$ cat config.mk
export PLATFORM = sky130hd
export DESIGN_NAME = aes_uart_ctrl
export DESIGN_NICKNAME = d
export VERILOG_FILES = /design/src/rtl/aes_uart_pkg.sv /design/src/rtl/aes_uart_txseq.sv /design/src/rtl/aes_uart_ctrl.sv
export SDC_FILE = /design/constraint.sdc
export NUM_CORES = 1
export LEC_CHECK = 0
export CAP_MARGIN = 15
export CORE_ASPECT_RATIO = 1.25
export CORE_MARGIN = 2
export CORE_UTILIZATION = 50
export DETAILED_ROUTE_END_ITERATION = 8
export PLACE_DENSITY = 0.76
export SYNTH_ARGS = -nofsm -noshare
export SYNTH_HDL_FRONTEND = slang
export SYNTH_SLANG_ARGS = --single-unit
$ cat constraint.sdc
create_clock -name i_Clk -period 4.5 [get_ports i_Clk]
set_input_delay 0.9 -clock i_Clk [delete_from_list [all_inputs] [get_ports i_Clk]]
set_output_delay 0.9 -clock i_Clk [all_outputs]
set_load 0.01 [all_outputs]
$ cat src/rtl/aes_uart_pkg.sv
// aes_uart_pkg: command bytes, FSM states and block size shared by the AES UART controller.
package aes_uart_pkg;
  localparam logic [7:0] CMD_KEY = 8'h4B;
  localparam logic [7:0] CMD_ENC = 8'h45;
  localparam logic [7:0] CMD_DEC = 8'h44;
  localparam logic [7:0] RSP_ACK = 8'h06;
  localparam logic [7:0] RSP_NAK = 8'h15;
  localparam int BLOCK_BYTES = 16;
  typedef enum logic [2:0] {IDLE, RX_KEY, RX_TEXT, AES_GO, AES_WAIT, TX_DATA, TX_ACK, TX_NAK} state_t;
  typedef enum logic [1:0] {TX_IDLE, TX_READY, TX_WAIT_HI, TX_WAIT_LO} tx_phase_t;
endpackage

$ cat src/rtl/aes_uart_txseq.sv
// aes_uart_txseq: serializes a 128-bit block (or its top byte alone) MSB first over the UART TX handshake.
module aes_uart_txseq
  import aes_uart_pkg::*;
(
  input  logic         i_Clk,
  input  logic         i_Rst,
  input  logic         load,
  input  logic         single,
  input  logic [127:0] data,
  input  logic         tx_busy,
  output logic         tx_start,
  output logic [7:0]   tx_byte,
  output logic         done
);
  tx_phase_t phase;
  logic [127:0] sh;
  logic [3:0] idx;
  logic single_q, start_q, last;
  assign last = single_q || idx == 4'(BLOCK_BYTES - 1);
  // start_q masks the cycle before the transmitter's busy flag catches up
  assign tx_start = phase == TX_READY && !tx_busy && !start_q;
  assign tx_byte = sh[127:120];
  assign done = phase == TX_WAIT_LO && !tx_busy && last;
  always_ff @(posedge i_Clk or negedge i_Rst)
    if (!i_Rst) begin
      phase    <= TX_IDLE;
      sh       <= '0;
      idx      <= '0;
      single_q <= 1'b0;
      start_q  <= 1'b0;
    end else begin
      start_q <= tx_start;
      if (load) begin
        phase    <= TX_READY;
        sh       <= data;
        idx      <= '0;
        single_q <= single;
      end else if (tx_start)
        phase <= TX_WAIT_HI;
      else if (phase == TX_WAIT_HI && tx_busy)
        phase <= TX_WAIT_LO;
      else if (phase == TX_WAIT_LO && !tx_busy) begin
        phase <= last ? TX_IDLE : TX_READY;
        sh    <= {sh[119:0], 8'h00};
        idx   <= idx + 4'd1;
      end
    end
endmodule

$ cat src/rtl/aes_uart_ctrl.sv
// aes_uart_ctrl: parses UART command frames, holds the key, runs the AES core and streams the reply.
module aes_uart_ctrl
  import aes_uart_pkg::*;
#(
  parameter int RX_TIMEOUT  = 1_000_000,
  parameter int AES_TIMEOUT = 4096
) (
  input  logic         i_Clk,
  input  logic         i_Rst,
  input  logic         i_RxValid,
  input  logic [7:0]   i_RxByte,
  output logic         o_TxStart,
  output logic [7:0]   o_TxByte,
  input  logic         i_TxBusy,
  output logic         o_AesStart,
  output logic         o_AesDec,
  output logic [127:0] o_AesKey,
  output logic [127:0] o_AesText,
  input  logic         i_AesDone,
  input  logic [127:0] i_AesText,
  output logic         o_Busy
);
  localparam int RW = $clog2(RX_TIMEOUT + 1);
  localparam int AW = $clog2(AES_TIMEOUT + 1);
  state_t state, state_nx;
  logic [3:0] cnt;
  logic [119:0] shadow;
  logic [127:0] shadow_nx;
  logic [RW-1:0] rx_tmr;
  logic [AW-1:0] aes_tmr;
  logic rx_state, rx_last, is_txt, aes_state, tx_load, tx_single, tx_done;
  logic [7:0] rsp;
  assign rx_state  = state == RX_KEY || state == RX_TEXT;
  assign aes_state = state == AES_GO || state == AES_WAIT;
  assign rx_last   = rx_state && i_RxValid && cnt == 4'd15;
  assign is_txt    = i_RxByte == CMD_ENC || i_RxByte == CMD_DEC;
  assign shadow_nx = {shadow, i_RxByte};
  assign o_AesStart = state == AES_GO;
  assign o_Busy     = state != IDLE;
  always_comb begin
    state_nx = state;
    case (state)
      IDLE:            if (i_RxValid) state_nx = i_RxByte == CMD_KEY ? RX_KEY : is_txt ? RX_TEXT : TX_NAK;
      RX_KEY, RX_TEXT: state_nx = rx_last ? (state == RX_KEY ? TX_ACK : AES_GO)
                                : (!i_RxValid && rx_tmr == RW'(RX_TIMEOUT)) ? TX_NAK : state;
      AES_GO:          state_nx = AES_WAIT;
      AES_WAIT:        state_nx = i_AesDone ? TX_DATA : aes_tmr == AW'(AES_TIMEOUT) ? TX_NAK : AES_WAIT;
      default:         if (tx_done) state_nx = IDLE;
    endcase
  end
  // the serializer is loaded on entry to any transmit state
  assign tx_load   = state_nx != state && (state_nx == TX_DATA || state_nx == TX_ACK || state_nx == TX_NAK);
  assign tx_single = state_nx != TX_DATA;
  assign rsp       = state_nx == TX_ACK ? RSP_ACK : RSP_NAK;
  always_ff @(posedge i_Clk or negedge i_Rst)
    if (!i_Rst) begin
      state     <= IDLE;
      cnt       <= '0;
      shadow    <= '0;
      rx_tmr    <= '0;
      aes_tmr   <= '0;
      o_AesKey  <= '0;
      o_AesText <= '0;
      o_AesDec  <= 1'b0;
    end else begin
      state   <= state_nx;
      cnt     <= rx_state ? cnt + {3'b000, i_RxValid} : 4'd0;
      rx_tmr  <= (!rx_state || i_RxValid) ? '0 : rx_tmr == RW'(RX_TIMEOUT) ? rx_tmr : rx_tmr + RW'(1);
      aes_tmr <= !aes_state ? '0 : aes_tmr == AW'(AES_TIMEOUT) ? aes_tmr : aes_tmr + AW'(1);
      if (rx_state && i_RxValid) shadow <= shadow_nx[119:0];
      if (state == IDLE && i_RxValid && is_txt) o_AesDec <= i_RxByte == CMD_DEC;
      // key only commits on a complete frame so an aborted K frame keeps the old key
      if (rx_last && state == RX_KEY) o_AesKey <= shadow_nx;
      if (rx_last && state == RX_TEXT) o_AesText <= shadow_nx;
    end
  aes_uart_txseq u_txseq (
    .i_Clk    (i_Clk),
    .i_Rst    (i_Rst),
    .load     (tx_load),
    .single   (tx_single),
    .data     (tx_single ? {rsp, 120'h0} : i_AesText),
    .tx_busy  (i_TxBusy),
    .tx_start (o_TxStart),
    .tx_byte  (o_TxByte),
    .done     (tx_done)
  );
endmodule

==> out/qor.txt, run 1 <==
Setup crit end: o_TxStart
Worst Path Required: 3.60 ns
Syn-to-layout area delta: 28.3%
DRC Markers: 0
Mapped Cells: 1660
postcts setup bufs: 0
die area: 0.0487 mm^2
CTS Buf Count: 55
die width: 198 um
max_cap viols: 0
die height: 246 um
final WL: 60300 um
Max Freq: 294 MHz
routability cong.: 0.812
hold buffers post-CTS: 0
Initial Utilization: 50.8%
fin nets: 2188
layout cells sized above 1: 25.6%
Leakage: 14.2 nW
Warnings, synthesis: 0
pre-CTS setup slack: 0.681 ns
reg2reg start: aes_tmr[0]
final cell count without fillers: 2674
CTS tree: yes
Max FO, Critical Path: 4
Final Hold Viols: 0
synth unique cells: 58
antenna violations before repair: 4
Worst Slack Setup Final: 1.10 ns
CP arrival: 2.50 ns
core area: 0.0462 mm^2
crit path kind: in2out
H-tree depth: 2
post-DP HPWL: 40300 um
Crit. Startpoint: i_TxBusy
post-route cell area: 0.0301 mm^2
Critical Path End Type: output port
sequential cell area fraction in the yosys report: 58.9%
worst hold slack: 0.387 ns
Overall Power: 15.7 mW
final core occ: 65.2%
CTS Sinks: 553
gr usage total: 24.8%
clk_skew: 0.0234 ns
PwrDens: 520 mW/mm^2
Tightest Hold Check Type: in2async
clock root cell: clkbuf_16
Mapped Area: 0.0235 mm^2
cell breakdown of the critical path: clkdlybuf4s50_1, nand2b_1, nor3_1, clkdlybuf4s50_1
Final Cycle Share: 75.5%
dpl cells: 2568
router iterations before antenna repair: 5
cell mode on critical path: clkdlybuf4s50_1
placed cell areas: 0.0282 mm^2
IO Pins: 409
Slew Limit Fails: 0
RSZ-0062 raised after global routing: false
peak supply drop: 0.000460 V
largest net degree at the start of global routing: 120
number of global-route vias before repair: 16.2k
Post-synth ARST share: 100%
final setup TNS: 0 ns
FP Rows: 88
Crit path largest cell delay: 0.65 ns
Clk Latency, worst-skew pair: 0.61 ns
grt ovf: 0
Routed Antenna Nets: 0
first-pass GRT wire length: 93900 um
Worst Max-Slew Pin Slew: 1.03 ns
PortBufs: 408
Post-synth EDFFs: 0
DR vias: 15.1k
syn nets: 1808
Final min period: 3.40 ns
post-CTS sizing: 0
Reg2Reg Depth: 9
Max-slew headroom: 31.2%
# setup viols final: 0
Synth Area per Inst: 14.2 um^2
Clock Path Buffers: 3
Routed wire per std cell: 22.6 um
flop and latch count out of synthesis: 553
vias per cell: 5.65
run status: complete, no violations
slowest stage cell, crit path: clkdlybuf4s50_1
FF-to-FF End: u_txseq.sh[72]
R2R setup slack: 1.47 ns
Post-synth top flop: dfrtp_1
Initial DRC Count: 778
fill cell count: 3329
Clock transition at path regs: 0.06 ns
critical path launch point type: input port
## where the power goes
group          switching [mW]  internal [mW]  leakage [nW]  total, mW
Sequential              0.755           5.87          7.57       6.62
Combinational            2.31           1.96          5.73       4.26
Clock                    1.99           2.78         0.940       4.78
Total                    5.05           10.6          14.2       15.7
## routing by layer
layer	GRT usage, %	up-vias	part of all wire [%]
li1	-	6788	-
met5	0	-	0.030
met4	8.49	2	3.3
met2	40.9	452	48
met3	8.20	101	8.3
met1	30.8	7752	40
## logic make-up (layout without fill, tap and decap cells)
family	Yosys count	after routing	synth area share [%]
flops	553	553	58.9
other cells	0	3	0
compound gates	46	46	1.49
xor+xnor	33	33	1.31
fa+ha+maj	7	7	0.373
mux	617	617	28.3
simple gates	268	268	6.63
buf+inv	136	562	2.98
## synthesized netlist by cell type, types with 2 or more instances
library cell	n	area, um^2
nor2_1	50	188
a32o_1	8	80.1
or4_4	2	22.5
a21oi_1	13	65.1
buf_2	47	235
nor3_1	5	25.0
nand2b_1	4	25.0
a211oi_1	3	22.5
nand4_1	126	788
and3_1	2	12.5
or3_1	5	31.3
inv_1	12	45.0
nand2_1	21	78.8
mux2_2	377	4250
o21ai_2	3	26.3
clkbuf_1	53	199
and3b_1	2	17.5
xnor2_1	16	140
nand3b_1	4	30.0
buf_4	11	82.6
o21ai_0	4	20.0
nor4_1	5	31.3
a21boi_1	2	15.0
xor2_1	16	140
dfrtp_1	553	13800
nor3b_1	4	30.0
mux2i_1	240	2400
nor4bb_1	3	30.0
buf_6	12	135
and2_1	4	25.0
ha_1	7	87.6
nand3_1	20	100
## worst max-delay path, delay by kind of cell
| family | cells | cell delay, ns |
|---|---|---|
| AND/OR/NAND/NOR | 2 | 0.50 |
| buffers and inverters | 2 | 1.09 |
## cells in the final DEF, fill, tap and decap left out, types with 4 or more instances in the layout
master	netlist	layout
xnor2_1	16	16
mux2_2	377	377
a21oi_1	13	13
mux2i_1	240	240
nand2b_1	4	4
nor3b_1	4	4
nand3_1	20	20
nand3b_1	4	4
ha_1	7	7
or3_1	5	5
a32o_1	8	8
buf_12	0	19
buf_4	11	20
dfrtp_1	553	553
nor4_1	5	5
nor2_1	50	49
inv_1	12	12
nand4_1	126	126
o21ai_0	4	4
nand2_1	21	19
nor3_1	5	5
clkbuf_8	0	9
clkbuf_16	0	56
xor2_1	16	16
bufinv_16	0	6
clkbuf_1	53	7
clkdlybuf4s50_1	0	407
and2_1	4	4
clkinv_2	0	16
## area by class of cell
| type | count | area [um^2] | share of cell area [%] |
|---|---|---|---|
| Timing Repair Buffer | 447 | 4620 | 15.3 |
| Clock inverter | 31 | 343 | 1.14 |
| Tap cell | 585 | 732 | 2.43 |
| Inverter | 12 | 45.0 | 0.150 |
| Sequential cell | 553 | 13800 | 45.9 |
| Multi-Input combinational cell | 971 | 8990 | 29.8 |
| Clock buffer | 72 | 1550 | 5.15 |
| Antenna cell | 3 | 7.51 | 0.0249 |
## sequential cells by signal, indices dropped and copies added (netlist names)
| register | flops |
|---|---|
| aes_tmr | 13 |
| cnt | 4 |
| o_AesDec | 1 |
| o_AesKey | 128 |
| o_AesText | 128 |
| rx_tmr | 20 |
| shadow | 120 |
| state | 3 |
| u_txseq.idx | 4 |
| u_txseq.phase | 2 |
| u_txseq.sh | 128 |
| u_txseq.single_q | 1 |
| u_txseq.start_q | 1 |
## worst min path at each step
stage,cells after the start,to,startpoint
5_1_grt,1,u_txseq.sh[93],i_Rst
3_5_place_dp,1,u_txseq.start_q,u_txseq.start_q
6_report,1,u_txseq.sh[93],i_Rst
4_1_cts,1,u_txseq.sh[109],i_Rst
3_3_place_gp,1,u_txseq.start_q,u_txseq.start_q
2_1_floorplan,1,u_txseq.start_q,u_txseq.start_q
Note: power is estimated with default switching activity, not from simulation.
==> inputs of run 2 (changes only) <==
clock period = 3.2 ns   (was 4.5 ns; I/O delays follow)
==> run 2 against run 1 <==
Critical endpoint unchanged. Die area is the same. Hold slack better by 0.12 ns. Design area increased by 0.92%. Critical path type unchanged. Routed wire length up 1.0%. Clock skew down 0.0014 ns. Via count up 1.3%. Clock-buffer cell count grew 8. Sequential share of layout area shrank 0.42 points.
==> out/qor.txt, run 2 (synthesized netlist as in run 1, its figures left out) <==
fin nets: 2222
final cell count without fillers: 2699
Max FO, Critical Path: 4
sw frac: 32.3%
DR vias: 15.3k
M1 WL: 24600 um
post-CTS sizing: 0
post-DP HPWL: 41700 um
Critical Path End Type: output port
die width: 198 um
FF-to-FF End: u_txseq.sh[124]
met3 WL post-DR: 5000 um
gr usage total: 25.1%
most common cell after layout, fill and taps aside: dfrtp_1
die area: 0.0487 mm^2
grt ovf: 0
CTS Buf Count: 52
layout cells sized above 1: 26.0%
Routed wire per std cell: 22.6 um
Final min period: 2.82 ns
critical path launch point type: input port
Initial Utilization: 50.8%
Flop pwr share: 41.7%
Final Hold Viols: 0
FP Rows: 88
Worst Path Required: 2.56 ns
Final Cycle Share: 88.2%
clk_skew: 0.0220 ns
Overall Power: 22.4 mW
diode count: 0
Clock Path Buffers: 3
IO Pins: 409
Slew Limit Fails: 0
dpl cells: 2604
antenna violations before repair: 0
final WL: 61000 um
routability cong.: 0.877
Worst Slack Setup Final: 0.377 ns
highest routed layer: met4
Comb power frac: 30.1%
Max-slew headroom: 43.3%
router iterations before antenna repair: 5
max_cap viols: 0
clock root cell: clkbuf_16
Syn-to-layout area delta: 29.4%
die height: 246 um
first-pass GRT wire length: 94600 um
number of global-route vias before repair: 16.2k
PwrDens: 736 mW/mm^2
Routed Antenna Nets: 0
CP arrival: 2.18 ns
peak supply drop: 0.000601 V
Hold Path Depth: 1
Max Freq: 354 MHz
hold_sp: o_AesKey[70]
Clk Latency, worst-skew pair: 0.60 ns
Hold Path End: o_AesKey[70]
pre-CTS setup slack: -0.293 ns
met2 wire length: 29400 um
# setup viols final: 0
postcts setup bufs: 0
Tightest Hold Check Type: reg2reg
P_sw: 7.22 mW
R2R setup slack: 0.39 ns
Clk pwr share: 28.2%
Worst Max-Slew Pin Slew: 0.847 ns
Clock transition at path regs: 0.06 ns
largest net degree at the start of global routing: 118
CTS Sinks: 553
leading registers by flop count: o_AesKey: 128 flops, o_AesText: 128 flops, u_txseq.sh: 128 flops
Initial DRC Count: 666
crit path kind: in2out
hold buffers post-CTS: 1
Leakage: 14.4 nW
core area: 0.0462 mm^2
reg2reg start: aes_tmr[0]
most frequent cells in the layout: 553 x dfrtp_1, 407 x clkdlybuf4s50_1, 377 x mux2_2, 240 x mux2i_1, 126 x nand4_1
run status: complete, no violations
PortBufs: 408
DRC Markers: 0
vias per cell: 5.67
RSZ-0062 raised after global routing: false
Int Pwr: 15.2 mW
H-tree depth: 2
Reg2Reg Depth: 10
CTS tree: yes
## run 2: cell count changes in the layout (fill, tap and decap cells not counted), sizes merged
cell,before,now
buf,40,76
diode,3,0
clkinvlp,3,1
clkbuf,72,80
dlygate4sd3,0,1
bufinv,6,4
clkinv,19,6
## run 2: layout make-up
| cell class | count | area (um^2) |
|---|---|---|
| Clock buffer | 80 | 1530 |
| Timing Repair Buffer | 484 | 5060 |
| Fill cell | 3350 | 15800 |
| Multi-Input combinational cell | 971 | 8990 |
| Inverter | 12 | 45.0 |
| Tap cell | 585 | 732 |
| Sequential cell | 553 | 13800 |
| Clock inverter | 14 | 209 |
## run 2: worst max-delay path: stages
cell             delay, ns
clkdlybuf4s50_1       0.49
nand2b_1              0.20
nor3_1                0.15
buf_4                 0.17
clkdlybuf4s50_1       0.53
## run 2: power groups by stage
| stage | Combinational [mW] | Sequential [mW] | Clock [mW] |
|---|---|---|---|
| global route | 7.27 | 9.48 | 6.72 |
| detailed placement | 6.69 | 9.43 | 0 |
| finish | 6.73 | 9.34 | 6.30 |
| floorplan | 4.74 | 8.92 | 0 |
| CTS | 6.74 | 9.33 | 6.44 |
| global placement | 6.51 | 9.39 | 0 |
## run 2: worst max path at each step
stage	from	to	slack [ns]	cells past startpoint
6_report	i_TxBusy	o_TxStart	0.38	5
5_1_grt	aes_tmr[1]	u_txseq.sh[113]	0.24	10
4_1_cts	i_RxByte[4]	u_txseq.sh[40]	0.36	10
3_5_place_dp	i_RxByte[4]	u_txseq.sh[40]	-0.29	10
3_3_place_gp	i_RxByte[4]	u_txseq.sh[56]	-0.19	10
2_1_floorplan	i_RxByte[5]	u_txseq.sh[17]	0.84	8
## run 2: metrics by stage
| step | setup TNS (ns) | instance area (um^2) | hold slack [ns] | util, % |
|---|---|---|---|---|
| final | 0 | 30400 | 0.504 | 65.8 |
| after detailed placement | -23.44 | 28700 | 0.489 | 62.0 |
| after global placement | -17.20 | 28700 | 0.468 | 62.0 |
| after global routing | 0 | 30400 | 0.514 | 65.8 |
| after CTS | 0 | 30400 | 0.507 | 65.8 |
| after floorplan | 0 | 23500 | 0.344 | - |
## run 2: metal layers
metal / track usage [%] / vias to the layer above
met1: 31.9 / 7810
li1: - / 6865
met2: 41.5 / 525
met4: 8.25 / 0
met3: 7.15 / 96
met5: 0 / -
==> inputs of run 3 (changes only) <==
PLACE_DENSITY = 0.74   (was 0.76)
SKIP_CTS_REPAIR_TIMING = 1   (was unset)
==> run 3 against run 2 <==
The flow now finishes with violations (negative hold slack). Fmax rose by 1.6%. Die area stayed put. Core utilization about the same. Clock power increased by 1%. Hold slack lost 0.51 ns. Sequential share of layout area hardly changed. Routed wire length fell by 0.17%. Total power shrank 0.59%. Critical endpoint is now u_txseq.sh[61]. Largest cell class unchanged. Largest power group unchanged.
==> out/qor.txt, run 3 (synthesized netlist as in run 1, its figures left out) <==
Overall Power: 22.2 mW
IO Pins: 409
DRC Markers: 0
post-DP HPWL: 41900 um
grt ovf: 0
Int Pwr: 15.1 mW
crit path kind: reg2reg
Max Freq: 360 MHz
CP arrival: 3.29 ns
critical path launch point type: flip-flop
pre-CTS setup slack: -0.0323 ns
Max-slew headroom: 38.8%
# setup viols final: 0
router iterations before antenna repair: 5
sw frac: 32.1%
final setup TNS: 0 ns
fin nets: 2230
worst hold slack: -0.00996 ns
die width: 198 um
Initial Utilization: 50.8%
Leakage: 14.4 nW
Syn-to-layout area delta: 29.5%
CTS tree: yes
PwrDens: 731 mW/mm^2
largest net degree at the start of global routing: 118
RSZ-0062 raised after global routing: false
Max FO, Critical Path: 54
Tightest Hold Check Type: in2async
most frequent cells in the layout: 553 x dfrtp_1, 407 x clkdlybuf4s50_1, 377 x mux2_2, 240 x mux2i_1, 126 x nand4_1
post-route cell area: 0.0304 mm^2
vias per cell: 5.65
Initial DRC Count: 793
gr usage total: 25.2%
H-tree depth: 2
final WL: 60900 um
run status: finished, violations left
number of global-route vias before repair: 16.4k
Routed Antenna Nets: 0
Critical Path End Type: flip-flop
Clk pwr share: 28.7%
most common cell after layout, fill and taps aside: dfrtp_1
Routed wire per std cell: 22.5 um
first-pass GRT wire length: 95100 um
clk_skew: 0.0147 ns
CTS Sinks: 553
die area: 0.0487 mm^2
CTS Buf Count: 53
P_sw: 7.14 mW
Worst Path Required: 3.71 ns
Clock Path Buffers: 3
antenna violations before repair: 2
Worst Slack Setup Final: 0.421 ns
die height: 246 um
Final min period: 2.78 ns
Clk Latency, worst-skew pair: 0.60 ns
DR vias: 15.3k
layout cells sized above 1: 26.8%
PortBufs: 408
Worst Max-Slew Pin Slew: 0.918 ns
Comb power frac: 29.2%
Slew Limit Fails: 0
FP Rows: 88
Final Cycle Share: 86.9%
failing checks: negative hold slack
Clock transition at path regs: 0.06 ns
core area: 0.0462 mm^2
routability cong.: 0.847
placed cell areas: 0.0287 mm^2
Flop pwr share: 42.1%
Final Hold Viols: 11
max_cap viols: 0
leading registers by flop count: o_AesKey: 128 flops, o_AesText: 128 flops, u_txseq.sh: 128 flops
clock root cell: clkbuf_16
peak supply drop: 0.000532 V
-- run 3: layout make-up --
cell class	instances	area, um^2
flip-flops and latches	553	13800
well taps	585	732
fillers	3423	15800
diodes	2	5.00
inverters	12	45.0
repair buffers	491	5050
clock inverters	26	294
clock buffers	70	1470
multi-input cells	971	8990
-- run 3: metrics by stage --
stage,util [%],instances
CTS,65.8,2708
floorplan,-,1660
global route,65.8,2710
global placement,62.0,2612
detailed placement,62.0,2612
finish,65.8,2710
-- run 3: worst max-delay path, stage by stage (launching register included) --
cell and delay, ns:
dfrtp_1 0.43, inv_1 0.11, ha_1 0.16, or4b_1 0.49, o31ai_1 0.35, a221oi_1 0.15, buf_4 0.18, o21ai_4 0.17
buf_12 0.30, nand4_1 0.16, mux2i_1 0.16
-- run 3: worst paths after layout --
check,to,cells past startpoint,slack [ns],from
min,u_txseq.sh[84],1,-0.01,i_Rst
min in group i_Clk,o_AesDec,2,0.50,o_AesDec
max reg2reg,u_txseq.sh[61],10,0.42,aes_tmr[0]
max,u_txseq.sh[61],10,0.42,aes_tmr[0]
max in group asynchronous,o_AesKey[4],2,2.25,i_Rst
min reg2reg,o_AesDec,2,0.50,o_AesDec
-- run 3: layer usage --
layer  wire, um  vias up  global-route usage, %
li1           -     6893                      -
met1      24500     7849                   31.7
met2      29500      465                   41.2
met3       4430      105                   6.71
met4       2370        0                   10.7
met5          0        -                      0
-- run 3: power by group through the flow --
stage / registers [mW] / logic [mW] / clock network [mW]
after floorplan: 8.92 / 4.74 / 0
after global placement: 9.43 / 6.27 / 0
after detailed placement: 9.47 / 6.47 / 0
after CTS: 9.36 / 6.52 / 6.54
after global routing: 9.51 / 7.05 / 6.81
final: 9.36 / 6.49 / 6.39
